===== src/rtl/uart_pkg.sv =====
// uart_pkg: constants and types shared by the UART receiver files.
//   UART_DATA_W / UART_PRESC_W : default frame data width and Prescale width
//   BIT_CNT_W                  : width of the in-frame bit index (start..stop <= 10)
//   PRESC_8/16/32              : supported oversampling ratios
//   rx_state_e                 : receiver FSM states
//   maj3                       : 2-of-3 majority vote
package uart_pkg;

    localparam int UART_DATA_W  = 8;
    localparam int UART_PRESC_W = 6;
    localparam int BIT_CNT_W    = 4;

    localparam logic [UART_PRESC_W-1:0] PRESC_8  = 6'd8;
    localparam logic [UART_PRESC_W-1:0] PRESC_16 = 6'd16;
    localparam logic [UART_PRESC_W-1:0] PRESC_32 = 6'd32;

    typedef enum logic [2:0] {
        ST_IDLE,
        ST_START,
        ST_DATA,
        ST_PARITY,
        ST_STOP,
        ST_DONE
    } rx_state_e;

    function automatic logic maj3(input logic a, input logic b, input logic c);
        return (a & b) | (a & c) | (b & c);
    endfunction

endpackage


===== src/rtl/uart_rx_sampler.sv =====
// uart_rx_sampler: bit timing and 3-sample majority vote for the UART receiver.
//   clk, rst        : clock, synchronous active-high reset
//   enable_i        : counters run while high, are held at 0 while low
//   prescale_i      : oversampling ratio P for the current frame
//   rx_i            : serial line
//   sampled_bit_o   : majority of the samples at edge P/2-1, P/2, P/2+1
//   sample_done_o   : high in the cycle of the third sample (sampled_bit_o valid)
//   bit_end_o       : high on the last oversample of a bit (edge_cnt = P-1)
//   bit_cnt_o       : index of the current bit within the frame
module uart_rx_sampler
    import uart_pkg::*;
#(
    parameter int PRESCALE_W = UART_PRESC_W
) (
    input  logic                  clk,
    input  logic                  rst,
    input  logic                  enable_i,
    input  logic [PRESCALE_W-1:0] prescale_i,
    input  logic                  rx_i,
    output logic                  sampled_bit_o,
    output logic                  sample_done_o,
    output logic                  bit_end_o,
    output logic [BIT_CNT_W-1:0]  bit_cnt_o
);

    localparam logic [PRESCALE_W-1:0] ONE = PRESCALE_W'(1);

    logic [PRESCALE_W-1:0] edge_cnt_q, edge_cnt_d;
    logic [BIT_CNT_W-1:0]  bit_cnt_q, bit_cnt_d;
    logic                  s0_q, s0_d, s1_q, s1_d;
    logic [PRESCALE_W-1:0] half;

    assign half          = prescale_i >> 1;
    assign bit_end_o     = (edge_cnt_q == prescale_i - ONE);
    // The third sample is taken straight off the line so the FSM can act on
    // the vote in the same cycle instead of one cycle later.
    assign sample_done_o = (edge_cnt_q == half + ONE);
    assign sampled_bit_o = maj3(s0_q, s1_q, rx_i);
    assign bit_cnt_o     = bit_cnt_q;

    always_comb begin
        edge_cnt_d = edge_cnt_q;
        bit_cnt_d  = bit_cnt_q;
        s0_d       = s0_q;
        s1_d       = s1_q;
        if (!enable_i) begin
            edge_cnt_d = '0;
            bit_cnt_d  = '0;
        end else if (bit_end_o) begin
            edge_cnt_d = '0;
            bit_cnt_d  = bit_cnt_q + 1'b1;
        end else begin
            edge_cnt_d = edge_cnt_q + ONE;
        end
        if (edge_cnt_q == half - ONE) s0_d = rx_i;
        if (edge_cnt_q == half)       s1_d = rx_i;
    end

    always_ff @(posedge clk) begin
        if (rst) begin
            edge_cnt_q <= '0;
            bit_cnt_q  <= '0;
            s0_q       <= 1'b0;
            s1_q       <= 1'b0;
        end else begin
            edge_cnt_q <= edge_cnt_d;
            bit_cnt_q  <= bit_cnt_d;
            s0_q       <= s0_d;
            s1_q       <= s1_d;
        end
    end

endmodule


===== src/rtl/uart_rx_top.sv =====
// uart_rx_top: UART receiver (start, DATA_WIDTH data bits LSB-first, optional
// parity, one stop bit), oversampled by Prescale with a 3-sample majority vote.
//   clk, rst      : oversampling clock, synchronous active-high reset
//   RX_IN         : serial line, idle high, already synchronised
//   Prescale      : oversampling ratio (8/16/32), latched at start detect
//   Par_EN/Par_TYP: parity enable / odd(1) or even(0), latched at start detect
//   P_DATA        : last good byte
//   P_DATA_Valid  : 1-cycle pulse, P_DATA updated
//   par_err       : 1-cycle pulse, parity mismatch
//   stp_err       : 1-cycle pulse, stop bit was 0
module uart_rx_top
    import uart_pkg::*;
#(
    parameter int DATA_WIDTH = UART_DATA_W,
    parameter int PRESCALE_W = UART_PRESC_W
) (
    input  logic                  clk,
    input  logic                  rst,
    input  logic                  RX_IN,
    input  logic [PRESCALE_W-1:0] Prescale,
    input  logic                  Par_EN,
    input  logic                  Par_TYP,
    output logic [DATA_WIDTH-1:0] P_DATA,
    output logic                  P_DATA_Valid,
    output logic                  par_err,
    output logic                  stp_err
);

    rx_state_e             state_q, state_d;
    logic [PRESCALE_W-1:0] presc_q, presc_d, presc_use;
    logic                  par_en_q, par_en_d, par_typ_q, par_typ_d;
    logic [DATA_WIDTH-1:0] data_q, data_d, p_data_q, p_data_d;
    logic                  par_flag_q, par_flag_d, stp_flag_q, stp_flag_d;

    logic                  start_det, smp_en;
    logic                  sampled_bit, sample_done, bit_end;
    logic [BIT_CNT_W-1:0]  bit_cnt;

    assign start_det = (state_q == ST_IDLE) && !RX_IN;
    // The start-detect cycle is edge 0 of bit 0, before presc_q is loaded.
    assign presc_use = (state_q == ST_IDLE) ? Prescale : presc_q;
    // Counters run only while the next state is inside a frame, so they are
    // back at 0 for the next start whatever way the frame ended.
    assign smp_en    = state_d inside {ST_START, ST_DATA, ST_PARITY, ST_STOP};

    uart_rx_sampler #(.PRESCALE_W(PRESCALE_W)) u_sampler (
        .clk          (clk),
        .rst          (rst),
        .enable_i     (smp_en),
        .prescale_i   (presc_use),
        .rx_i         (RX_IN),
        .sampled_bit_o(sampled_bit),
        .sample_done_o(sample_done),
        .bit_end_o    (bit_end),
        .bit_cnt_o    (bit_cnt)
    );

    // State register
    always_ff @(posedge clk) begin
        if (rst) state_q <= ST_IDLE;
        else     state_q <= state_d;
    end

    // Next state
    always_comb begin
        state_d = state_q;
        case (state_q)
            ST_IDLE:   if (!RX_IN) state_d = ST_START;
            ST_START: begin
                if (sample_done && sampled_bit) state_d = ST_IDLE;  // glitch
                else if (bit_end)               state_d = ST_DATA;
            end
            ST_DATA:   if (bit_end && bit_cnt == BIT_CNT_W'(DATA_WIDTH))
                           state_d = par_en_q ? ST_PARITY : ST_STOP;
            ST_PARITY: if (bit_end) state_d = ST_STOP;
            ST_STOP:   if (sample_done) state_d = ST_DONE;
            ST_DONE:   state_d = ST_IDLE;
            default:   state_d = ST_IDLE;
        endcase
    end

    // Outputs
    always_comb begin
        P_DATA_Valid = 1'b0;
        par_err      = 1'b0;
        stp_err      = 1'b0;
        if (state_q == ST_DONE) begin
            P_DATA_Valid = !par_flag_q && !stp_flag_q;
            par_err      = par_flag_q;
            stp_err      = stp_flag_q;
        end
    end

    assign P_DATA = p_data_q;

    // Deserialiser, frame config latch, parity and stop checks
    always_comb begin
        presc_d    = presc_q;
        par_en_d   = par_en_q;
        par_typ_d  = par_typ_q;
        data_d     = data_q;
        par_flag_d = par_flag_q;
        stp_flag_d = stp_flag_q;
        p_data_d   = p_data_q;
        if (start_det) begin
            presc_d    = Prescale;
            par_en_d   = Par_EN;
            par_typ_d  = Par_TYP;
            par_flag_d = 1'b0;
            stp_flag_d = 1'b0;
        end
        if (sample_done) begin
            case (state_q)
                ST_DATA:   data_d = {sampled_bit, data_q[DATA_WIDTH-1:1]};
                ST_PARITY: par_flag_d = sampled_bit != ((^data_q) ^ par_typ_q);
                ST_STOP: begin
                    stp_flag_d = !sampled_bit;
                    // Loaded here so P_DATA is already new when the DONE pulse fires.
                    if (sampled_bit && !par_flag_q) p_data_d = data_q;
                end
                default: ;
            endcase
        end
    end

    always_ff @(posedge clk) begin
        if (rst) begin
            presc_q    <= PRESC_8;
            par_en_q   <= 1'b0;
            par_typ_q  <= 1'b0;
            data_q     <= '0;
            par_flag_q <= 1'b0;
            stp_flag_q <= 1'b0;
            p_data_q   <= '0;
        end else begin
            presc_q    <= presc_d;
            par_en_q   <= par_en_d;
            par_typ_q  <= par_typ_d;
            data_q     <= data_d;
            par_flag_q <= par_flag_d;
            stp_flag_q <= stp_flag_d;
            p_data_q   <= p_data_d;
        end
    end

endmodule


===== config.mk =====
export PLATFORM = sky130hd
export DESIGN_NAME = uart_rx_top
export DESIGN_NICKNAME = d
export VERILOG_FILES = /design/src/rtl/uart_pkg.sv /design/src/rtl/uart_rx_sampler.sv /design/src/rtl/uart_rx_top.sv
export SDC_FILE = /design/constraint.sdc
export NUM_CORES = 1
export LEC_CHECK = 0
export ABC_AREA = 1
export CORE_ASPECT_RATIO = 0.5
export CORE_UTILIZATION = 39
export CTS_CLUSTER_SIZE = 24
export DETAILED_ROUTE_END_ITERATION = 8
export HOLD_SLACK_MARGIN = 0.12
export PLACE_DENSITY = 0.59
export RECOVER_POWER = 100
export SLEW_MARGIN = 20
export SYNTH_ARGS = -nofsm -noshare
export SYNTH_HDL_FRONTEND = slang
export SYNTH_SLANG_ARGS = --single-unit

===== constraint.sdc =====
create_clock -name clk -period 2.59 [get_ports clk]
set_clock_uncertainty 0.1 [all_clocks]
set_input_delay 0.259 -clock clk [delete_from_list [all_inputs] [get_ports clk]]
set_output_delay 0.259 -clock clk [all_outputs]
set_load 0.02 [all_outputs]

## Word level (Yosys, flattened, before mapping)

Index checks and enable logic that the tools add are counted.

- Equality and inequality tests: 15
- $add $sub $neg: 5
- Order comparisons: 0
- Shift-type cells: 0
- Multipliers: 0
- Div/mod/pow operators: 0
- Bitwise gates (word level): 7
- Reduce and logical (&&, ||, !) cells: 16
- Mux-type cells: 18

Operators by type and width:

| kind | number |
|---|---|
| two-way mux 3 bit | 7 |
| equality test 6 bit | 3 |
| one-hot mux 3 bit (5 select lines) | 1 |
| equality test 3 x 2 -> 1 bit (second input constant) | 4 |
| equality test 3 bit (second input constant) | 3 |
| two-way mux 1 bit | 9 |
| parity 8 bit | 1 |
| adder 5 x 1 -> 6 bit (second input constant) | 1 |
| adder 6 x 1 -> 6 bit (second input constant) | 1 |
| equality test 3 x 1 -> 1 bit (second input constant) | 2 |
| equality test 6 x 5 -> 1 bit | 1 |
| two-way mux 6 bit | 1 |
| subtractor 5 x 1 -> 6 bit (second input constant) | 1 |
| subtractor 6 x 1 -> 6 bit (second input constant) | 1 |
| logical AND 1 bit | 5 |
| adder 4 x 1 -> 4 bit (second input constant) | 1 |
| equality test 4 bit (second input constant) | 1 |
| zero test 1 bit | 4 |
| nonzero test 4 bit | 1 |
| AND 1 bit | 3 |
| zero test 3 bit | 1 |
| AND reduction 3 bit | 1 |
| OR reduction 3 bit | 1 |
| bitwise OR 1 bit | 2 |
| 5 further kinds | 5 |

- Memory bits (writable): 0
- ROM bits: 0
- Output and inout bits: 11
- Memories kept: 0
- Latch bits: 0
- Input bits: 11
- Register bits after elaboration: 41

## Longest topological paths before layout

- Depth after elaboration: 11
- Gate-level depth with buffers: 21
- Mapped depth without buffers: 20

## Cells and area by module

Synthesis repeated with hierarchy kept, for this count alone.

- Cell total of the unflattened synthesis: 391
- Area, all modules: 2533.7 µm²

By module, submodules not included:

| module | instances | area an instance (µm²) | sequential area each (µm²) | cells an instance |
|---|---|---|---|---|
| uart_rx_top | 1 | 1450.1 | 580.6 | 210 |
| uart_rx_sampler | 1 | 1083.5 | 240.2 | 181 |

## Least setup slack after synthesis

OpenSTA, ideal clock, no wires.

- Path kind: register to register
- Start: reg state_q[1]
- End: reg u_sampler.edge_cnt_q[2]
- Required time: 2373 ps
- Clock period less this slack: 2472 ps
- Buffers on the path: 1
- Library setup time: 117 ps
- Setup slack: 118 ps
- Cell stages (with the launch flop): 19
- Arrival: 2255 ps
- Cells stage by stage: dfxtp_1 > nor2_4 > nand2_2 > buf_6 > nand2_2 > nand2_4 > ha_1 > xor2_1 > nand2_1 > nor2_1 > nand3_2 > nor2_4 > nand4_1 > nand2_1 > nand3_2 > nor2_2 > nand2_2 > nand3_4 > nor2_2

- Cells in the longest elaborated chain, start to end: 11
- Elaborated cells on any way between the ends: 26

Ends and longest elaborated chain:

| element | RTL line | source |
|---|---|---|
| start: declaration | uart_rx_top.sv:29 | `rx_state_e state_q, state_d;` |
| start signal: assignment | uart_rx_top.sv:61 | `else state_q <= state_d;` |
| zero test 3 bit | uart_rx_top.sv:41, uart_rx_top.sv:67 |  |
| two-way mux 6 bit | uart_rx_top.sv:41 | `assign presc_use = (state_q == ST_IDLE) ? Prescale : presc_q;` |
| subtractor 6 x 1 -> 6 bit / adder 5 x 1 -> 6 bit (equally long branches) | uart_rx_sampler.sv:34, uart_rx_sampler.sv:37 |  |
| equality test 6 bit, on equally long branches | uart_rx_sampler.sv:34, uart_rx_sampler.sv:37 |  |
| two-way mux 3 bit, or another cell as far along | uart_rx_top.sv:71 | `else if (bit_end) state_d = ST_DATA;` |
| two-way mux 3 bit, on equally long branches | uart_rx_top.sv:70, uart_rx_top.sv:73 |  |
| one-hot mux 3 bit (5 select lines) | uart_rx_top.sv:67 | `case (state_q)` |
| equality test 3 x 1 -> 1 bit, or another cell as far along | uart_rx_top.sv:44 | `assign smp_en = state_d inside {ST_START, ST_DATA, ST_PARITY, ST_STOP};` |
| nonzero test 4 bit | uart_rx_top.sv:44 |  |
| NOT 1 bit (no source line) | - |  |
| OR reduction 3 bit (no source line) (*) | - |  |
| end signal: assignment | uart_rx_sampler.sv:66 | `edge_cnt_q <= edge_cnt_d;` |
| end: declaration | uart_rx_sampler.sv:28 | `logic [PRESCALE_W-1:0] edge_cnt_q, edge_cnt_d;` |

Every way passes the cells marked *; elsewhere a longest branch is shown, timed or not.
A chain may end at the register's enable or synchronous reset.

## Worst setup path in the final report

- Start: reg state_q[1]
- End: reg u_sampler.edge_cnt_q[0]

The elaborated chain is that of the path after synthesis.

==> key figures <==
Yosys
  • Post-Synth Adder-Cell Area: 0.02770
  • Synthesized flop and latch total: between 40 and 50
  • Top post-synthesis cells by area: dfxtp_1 (31%), nand2_1 (10%), inv_1 (6.7%)
  • Main combinational cell family by area after synthesis: simple AND/OR/NAND/NOR gates
  • Top-count cell post-synth: nand2_1
  • Top_reg_cell synth: dfxtp_1
  • Syn_nets: 394
  • Xor/xnor share of the synthesized area: 0.06686
  • Yosys top cell area share: 0.3133
  • Yosys cell types: 31
  • Post-Syn Area per Cell: 6.931 um^2
  • Post-Synthesis Cells: 378
  • Sequential area share after synthesis: 0.3133
  • Yosys warns: 0
  • Ys async rst share: 0
  • Mapped cell area: 0.002620 mm^2
  • Synth area leader: dfxtp_1
  • Synth cell count leaders: nand2_1 (72), inv_1 (47), nor2_1 (42)
  • Synth Area in Simple Gates: 0.3873
  • EDFF count, synth: 0
  • Mux cell area share after synthesis: 0
  • Compound-gate portion of the synthesized area: 0.1084

Setup path
  • Critical path type: reg -> reg
  • Critical Path AT: 2670 ps
  • Crit. Startpoint: state_q[1]$_SDFF_PP0_
  • Crit Reg-Reg Startpoint: state_q[1]$_SDFF_PP0_
  • Worst-path fanout max: 7
  • Crit end category: flop
  • Worst path required time: 2670 ps
  • Worst Setup Start Kind: flop

GRT
  • Total GRT Usage: 0.1997
  • Grt ovf: 0
  • Vias in the first global route: 2,377
  • First-pass GRT wire length: roughly 11,000 um
  • Initial antenna violation count: 0
  • Pin count of the biggest net entering global routing: 27

Route
  • Drt first pass iters: 4
  • DR iter-0 viols: 149
  • Final wirelength: about 6600 um
  • DR vias: 2,508
  • Wire length per cell: 12.72 um
  • DRC viols: 0
  • Vias per std cell: 4.823
  • Post-route ant nets: 0

STA
  • Crit path time final: roughly 2600 ps
  • RSZ-0062 raised after global routing: yes
  • Fin Setup TNS: -2.808 ps
  • Fmax: 385.8 MHz
  • Setup violators final: 2
  • Worst slew margin: 0.5328
  • Final Slew Violations: 0
  • Final hold violation count: 0
  • Hold_ws: 347.1 ps
  • Worst Slack Setup Final: -1.878 ps
  • Worst Max-Slew Pin Slew: 700.0 ps
  • Period utilization: 1.001

Finish
  • Final core occ: 0.5492
  • # diodes: 0
  • Layout cells sized above 1: 0.2616
  • Final nets: 447
  • Synth-to-layout area growth: 31.66%
  • Final Non-Filler Cells: 520
  • Fillers: 603

Clock tree
  • Root buf cell: clkbuf_16
  • Clock sinks: 41
  • Clock transition at path regs: 60 ps
  • Hold buffer count at CTS: 0
  • Insertion delay to the later sink of the worst-skew pair: between 200 and 300 ps
  • Max clock buf depth: 2
  • TritonCTS buffer count: 5
  • CTS tree: done
  • Htree depth: 2

Die
  • Die area: slightly above 0.007 mm^2
  • Die height: about 60 um
  • Initial core utilization: 0.4171
  • Placeable Area: roughly 0.0063 mm^2
  • Die X: 117.9 um
  • Floorplan row count: 20
  • I/O pin cnt: 22

Pwr
  • Leakage: 1.549 nW
  • Comb power frac: 0.298
  • Clock share of power: 0.362
  • VDD IR max: 0.2452 mV
  • Internal power: 1.344 mW
  • Reg power frac: 0.340
  • PwrDens: 576.6 mW/mm^2
  • Sw Share: 0.3243
  • Switching power: 645.0 uW
  • PnR Total Power: 1.989 mW

Status
  • Violated checks: setup timing
  • Status: finished with violations

Placed design
  • Final GP Congestion: roughly 0.87
  • IO buf count: 21
  • Post-DP HPWL: 4974 um
  • Placed Instances: 505

Flow run
  • Max cap viols: 0

Min path
  • Hold path start: P_DATA[7]$_SDFFE_PP0P_
  • Hold Crit Class: reg -> reg
[final timing paths]
kind	depth (start not counted)	endpoint	slack, ps
min	2	P_DATA[7]$_SDFFE_PP0P_	350
max reg2reg	18	u_sampler.edge_cnt_q[0]$_SDFF_PP0_	-2
max	18	u_sampler.edge_cnt_q[0]$_SDFF_PP0_	-2
min reg2reg	2	P_DATA[7]$_SDFFE_PP0P_	350
[metal layers]
layer / wire, um / GRT usage
met4: 74 / 0.05495
met5: 0 / 0
met1: 3286 / 0.2499
met3: 217 / 0.04103
met2: 3034 / 0.3571
[registers in the layout, summed over array words and instances (netlist names)]
register	flops
state_q	3
par_typ_q	1
u_sampler.edge_cnt_q	6
P_DATA	8
u_sampler.bit_cnt_o	4
u_sampler.s0_q	1
par_flag_q	1
data_q	8
u_sampler.s1_q	1
stp_flag_q	1
presc_q	6
par_en_q	1
[cell type report]
class / instances / area [um^2] / share of cell area
clock buffers: 6 / 128.9 / 0.03736
clock inverters: 2 / 38.79 / 0.01124
inverters: 53 / 198.9 / 0.05767
multi-input cells: 276 / 1688 / 0.4893
flip-flops and latches: 41 / 823.3 / 0.2387
well taps: 88 / 110.1 / 0.03192
repair buffers: 54 / 461.7 / 0.1338
[critical path, cell delays in order (launching register included)]
cell and delay [ps]:
dfxtp_2 330, nor2_4 190, buf_6 130, buf_4 150, nand3_2 90, nand2_2 120, nand2_1 100, nor2_4 120
nand2_1 60, nand2_1 70, nand2_2 80, nor2_4 160, nand3_1 110, nand3_1 140, nand3_2 100, nor2_2 130
nand2_2 100, nand3_4 150, nor2_2 40
[layout by cell type, fill, tap and decap left out, types with 11 or more instances in the layout]
cell and count:
clkdlybuf4s50_1 13, inv_1 47, a21oi_1 17, o21ai_0 22
nand2_2 20, nor2_2 11, nor2_1 40, dfxtp_1 39
nand2_1 64, nand3_1 20, buf_4 32
[cells by family (layout without fill, tap and decap cells)]
| family | count (synthesis) | after routing |
|---|---|---|
| and+or+nand+nor | 198 | 198 |
| buffers and inverters | 61 | 115 |
| AOI/OAI and AO/OA | 52 | 52 |
| DFF | 41 | 41 |
| xor gates and xnor gates | 20 | 20 |
| adders and majority gates | 6 | 6 |
[per-stage QoR]
step           area (um^2)  worst slack (ps)
5_1_grt               3450            -186.9
4_1_cts               3313             13.65
3_3_place_gp          3082            -150.7
3_5_place_dp          3082            -246.7
6_report              3450            -1.878
2_1_floorplan         2620             118.0
[power by group through the flow]
stage | clock network (mW) | logic [mW] | registers (mW)
detailed placement | 0 | 0.509 | 0.689
finish | 0.721 | 0.592 | 0.676
global placement | 0 | 0.501 | 0.688
CTS | 0.735 | 0.537 | 0.675
global route | 0.768 | 0.659 | 0.679
floorplan | 0 | 0.371 | 0.681
[timing repair]
action / in CTS / in global routing
setup endpoints to repair: 10 / 29
endpoints found under the hold margin: 0 / 0
gates resized for setup: 8 / 27
setup buffers: 4 / 3
pin swaps: 15 / 13
Note: power is estimated with default switching activity, not from simulation.
